--- src/rtl/eq2_cmp_sched.sv ---
// Round-robin scheduler sharing one external 2-bit equality comparator between two requesters.
// Operand words are scanned two bits per cycle, LSB pair first, and the scan stops at the first mismatch.
module eq2_cmp_sched #(
    parameter int WIDTH = 8,
    parameter int IW    = 2
) (
    input  logic             clk,
    input  logic             rst,
    input  logic             req0,
    input  logic             req1,
    input  logic [WIDTH-1:0] x0,
    input  logic [WIDTH-1:0] y0,
    input  logic [WIDTH-1:0] x1,
    input  logic [WIDTH-1:0] y1,
    output logic             gnt0,
    output logic             gnt1,
    output logic             busy,
    output logic             done,
    output logic             owner,
    output logic             equal,
    output logic [IW-1:0]    mis_idx,
    output logic             eq_a,
    output logic             eq_b,
    output logic             eq_c,
    output logic             eq_d,
    input  logic             eq_o
);
    localparam int P = WIDTH / 2;

    localparam logic [1:0] S_IDLE = 2'd0;
    localparam logic [1:0] S_SCAN = 2'd1;
    localparam logic [1:0] S_DONE = 2'd2;

    logic [1:0]         state;
    logic [P-1:0][1:0]  xq;
    logic [P-1:0][1:0]  yq;
    logic [IW-1:0]      k;
    logic               rr;
    logic               cur;
    logic               take;
    logic               sel1;
    logic               scan;

    // rr=1 means requester 1 wins a tie; it always points away from the last winner
    assign sel1 = req1 & (~req0 | rr);
    assign take = (state == S_IDLE) & (req0 | req1);
    assign gnt0 = take & ~sel1;
    assign gnt1 = take & sel1;

    assign busy = (state != S_IDLE);
    assign done = (state == S_DONE);
    assign scan = (state == S_SCAN);

    assign eq_a = scan & xq[k][1];
    assign eq_b = scan & xq[k][0];
    assign eq_c = scan & yq[k][1];
    assign eq_d = scan & yq[k][0];

    always_ff @(posedge clk) begin
        if (rst) begin
            state   <= S_IDLE;
            xq      <= '0;
            yq      <= '0;
            k       <= '0;
            rr      <= 1'b0;
            cur     <= 1'b0;
            owner   <= 1'b0;
            equal   <= 1'b0;
            mis_idx <= '0;
        end else begin
            case (state)
                S_IDLE: begin
                    if (take) begin
                        xq    <= sel1 ? x1 : x0;
                        yq    <= sel1 ? y1 : y0;
                        cur   <= sel1;
                        rr    <= ~sel1;
                        k     <= '0;
                        state <= S_SCAN;
                    end
                end
                S_SCAN: begin
                    if (!eq_o) begin
                        equal   <= 1'b0;
                        mis_idx <= k;
                        owner   <= cur;
                        state   <= S_DONE;
                    end else if (k == IW'(P - 1)) begin
                        equal   <= 1'b1;
                        mis_idx <= '0;
                        owner   <= cur;
                        state   <= S_DONE;
                    end else begin
                        k <= k + 1'b1;
                    end
                end
                S_DONE:  state <= S_IDLE;
                default: state <= S_IDLE;
            endcase
        end
    end
endmodule

--- config.mk ---
export PLATFORM = sky130hd
export DESIGN_NAME = eq2_cmp_sched
export DESIGN_NICKNAME = d
export VERILOG_FILES = /design/src/rtl/eq2_cmp_sched.sv
export SDC_FILE = /design/constraint.sdc
export NUM_CORES = 1
export LEC_CHECK = 0
export BUFFER_PORTS_ARGS = -buffer_cell sky130_fd_sc_hd__buf_2
export CORE_UTILIZATION = 52
export CTS_CLUSTER_SIZE = 30
export DETAILED_ROUTE_END_ITERATION = 12
export HOLD_SLACK_MARGIN = 0.03
export PLACE_DENSITY = 0.84
export RECOVER_POWER = 50
export SLEW_MARGIN = 20
export SYNTH_ARGS = -nofsm -noshare
export SYNTH_HDL_FRONTEND = slang
export SYNTH_SLANG_ARGS = --single-unit
--- constraint.sdc ---
create_clock -name clk -period 4.6 [get_ports clk]
set_clock_uncertainty 0.2 [all_clocks]
set_input_delay 0.46 -clock clk [delete_from_list [all_inputs] [get_ports clk]]
set_output_delay 0.46 -clock clk [all_outputs]
set_load 0.02 [all_outputs]
==> results.json <==
{
  "critPathRequiredTime_ps": 3940,
  "yosys.area_share.adder_pct": 0.9425,
  "syn-cell-area_sq_mm": 0.001328,
  "r2r_slack_ps": 1930,
  "p_switching_uw": 136.5,
  "clock_path_buffers": 2,
  "synth_top_family_by_area": "simple AND/OR/NAND/NOR gates",
  "clkPwrFrac_pct": 21.9,
  "regArea_sq_um": 520.5,
  "leakage_nw": 0.5926,
  "ys_seq_area_share_pct": 39.21,
  "synth-xor-area-share_pct": 0,
  "hold_violations": 0,
  "yosysWarnings": 0,
  "syn_nets": 191,
  "synth_area_per_cell_sq_um": 8.677,
  "grt-ovfl-total": 0,
  "power_frac_seq_pct": 56.4,
  "synthSimpleGateAreaFrac_pct": 25.73,
  "hpwl_microns": 2180,
  "final_nets": 229,
  "cts_tree": "built",
  "worst_slew_pin_slew_ps": 1967,
  "track_usage_pct": 25.68,
  "cts_setup_buffers": 0,
  "hp-start": "y0[3]",
  "boundaryPins": 49,
  "crit_path_start_kind": "register",
  "ys_seq_elements": 26,
  "cp_max_fo": 18,
  "status": "finished with violations",
  "start_util_pct": 57.26,
  "violations": "capacitance limit, slew limit",
  "p_sw_share_pct": 30.35,
  "die_y_microns": 52.53,
  "die-area_sq_mm": 0.002759,
  "synthToLayoutAreaGrowth_pct": 14.04,
  "cp.arrival_ps": 2740,
  "worstSetupEndpoint": "gnt0",
  "rows": 17,
  "combPwrFrac_pct": 21.7,
  "synth_compound_area_share_pct": 19.98,
  "gp_congestion": 0.7649,
  "timing.slew.headroom_pct": -31.44,
  "grt_max_degree": 27,
  "hp-class": "input pin to register",
  "wl_microns": 3204,
  "fin_crit_sh_pct": 73.88,
  "fin_crit_ps": 3399,
  "cts.repair.resized": 0,
  "cts_sinks": 26,
  "ant_nets": 0,
  "place_inst": 214,
  "nFillCells": 217,
  "synthCells": 153,
  "clkSlewWorstSetupHoldPaths_ps": 140,
  "rsz0062_at_grt": "false",
  "drive_above_1_share_pct": 28.04,
  "wire_per_inst_microns": 14.76,
  "drc": 0,
  "p_total_uw": 449.8,
  "htree_levels": 1,
  "cts_buffers": 3,
  "synth_cell_types": 27,
  "drt-pass1-iter-count": 4,
  "cap_violations": 1,
  "drtIter0Drc": 36,
  "grt_pass1_wl_microns": 5188,
  "vias": 1306,
  "ir_drop_mv": 0.1547,
  "synthMuxAreaShare_pct": 6.786,
  "power_density_mw_per_mm2": 297.1,
  "cts_root_buffer": "clkbuf_4",
  "multi_input_area_sq_um": 698.2,
  "die_w_microns": 52.53,
  "rr_worst_depth": 3,
  "antenna_cells": 0,
  "hold_buffers": 0,
  "timing.setup.tns_ps": 0,
  "r2r_end": "xq[7]",
  "crit_start": "state[0]",
  "intPower_uw": 313.3,
  "grt_pass1_vias": 1184,
  "portBuffers": 48,
  "slew_violations": 19,
  "coreArea_sq_mm": 0.002318,
  "antenna_found_initial": 0,
  "crit_path_end_kind": "output pin",
  "finalNonFillerCells": 217,
  "clock.fmax_ghz": 0.2942,
  "clock_latency_ps": 320,
  "r2r-start": "state[0]",
  "vias_per_cell": 6.018,
  "critPathKind": "register to output pin",
  "setup_violations": 0
}
[per-stage QoR]
stage	hold WS, ps	worst slack [ps]	instance area (sq um)	utilization (%)
final	184.8	1201	1514	65.30
after global routing	191.3	1054	1514	65.30
after CTS	186.9	2122	1531	66.05
after detailed placement	274.0	2355	1509	65.08
after global placement	262.0	2389	1509	65.08
after floorplan	250.4	2726	1328	-
[per-layer routing]
| metal | vias up | GRT usage, % | part of all wire, % |
|---|---|---|---|
| met4 | 0 | 7.895 | 0.91 |
| met1 | 604 | 32.31 | 45 |
| met3 | 4 | 2.609 | 6.0 |
| met5 | - | 0 | 0 |
| met2 | 61 | 45.57 | 48 |
| li1 | 637 | - | - |
[power groups by stage]
stage,registers (mW),logic (mW),clock network (mW)
2_1_floorplan,0.252,0.0783,0
3_3_place_gp,0.258,0.0954,0
3_5_place_dp,0.259,0.0976,0
4_1_cts,0.254,0.0982,0.0991
5_1_grt,0.256,0.108,0.107
6_report,0.254,0.0976,0.0985
[state kept, by name (all words and copies together) (netlist names)]
signal   count
cur          1
state        2
mis_idx      2
equal        1
xq           8
k            2
rr           1
owner        1
yq           8
[cell usage after synthesis]
| library cell | instances | area (sq um) |
|---|---|---|
| ha_1 | 1 | 12.51 |
| nand2_1 | 4 | 15.01 |
| nor3b_1 | 1 | 7.510 |
| inv_1 | 1 | 3.750 |
| a211oi_1 | 1 | 7.510 |
| and2b_1 | 1 | 7.510 |
| nand3b_1 | 1 | 7.510 |
| nand4bb_1 | 1 | 11.26 |
| nor2_1 | 3 | 11.26 |
| buf_6 | 4 | 45.04 |
| and2_1 | 5 | 31.28 |
| a31oi_1 | 16 | 100.1 |
| buf_4 | 1 | 7.510 |
| buf_2 | 3 | 15.01 |
| nor2b_1 | 2 | 12.51 |
| nand2b_1 | 2 | 12.51 |
| nor3_1 | 2 | 10.01 |
| nor3b_4 | 2 | 37.54 |
| o21a_1 | 1 | 7.510 |
| o21ai_0 | 20 | 100.1 |
| dfxtp_1 | 26 | 520.5 |
| nand3_1 | 33 | 165.2 |
| or2_2 | 2 | 12.51 |
| clkbuf_1 | 7 | 26.28 |
| o211ai_1 | 2 | 15.01 |
| mux4_2 | 4 | 90.09 |
| a21oi_1 | 7 | 35.03 |
[placed cells by master, fill, tap and decap left out]
master / n
buf_2: 43
nand3_1: 33
dfxtp_1: 26
o21ai_0: 20
a31oi_1: 16
a21oi_1: 7
and2_1: 5
clkbuf_1: 5
nand2_1: 4
mux4_2: 4
nor2_1: 3
clkbuf_4: 3
or2_2: 2
nor3b_1: 2
nand2b_1: 2
nor2b_1: 2
o211ai_1: 2
nor3_1: 2
nor3b_4: 1
inv_1: 1
and2b_1: 1
nand4bb_1: 1
o21a_1: 1
nand3b_1: 1
a211oi_1: 1
ha_1: 1
[critical path: stages, from the launching register on]
cell,delay [ps]
dfxtp_1,420
nor3b_1,1550
and2_1,270
buf_2,170
[area by class of cell]
cell class	instances	area share, %
Clock buffer	3	1.488
Inverter	1	0.2479
Multi-Input combinational cell	111	46.12
Sequential cell	26	34.38
Tap cell	28	2.314
Timing Repair Buffer	48	15.45
[logic make-up after synthesis]
family          Yosys count
flops                    26
buf+inv                  16
compound gates           47
fa+ha+maj                 1
mux                       4
simple gates             59
[worst min-delay path by stage]
stage          slack (ps)  depth (start not counted)          to
2_1_floorplan         250                          1          rr
3_3_place_gp          260                          2  mis_idx[1]
3_5_place_dp          270                          2  mis_idx[0]
4_1_cts               190                          3       yq[1]
5_1_grt               190                          3       yq[1]
6_report              180                          3       yq[3]
No activity file was read; power rests on OpenSTA's default activity.
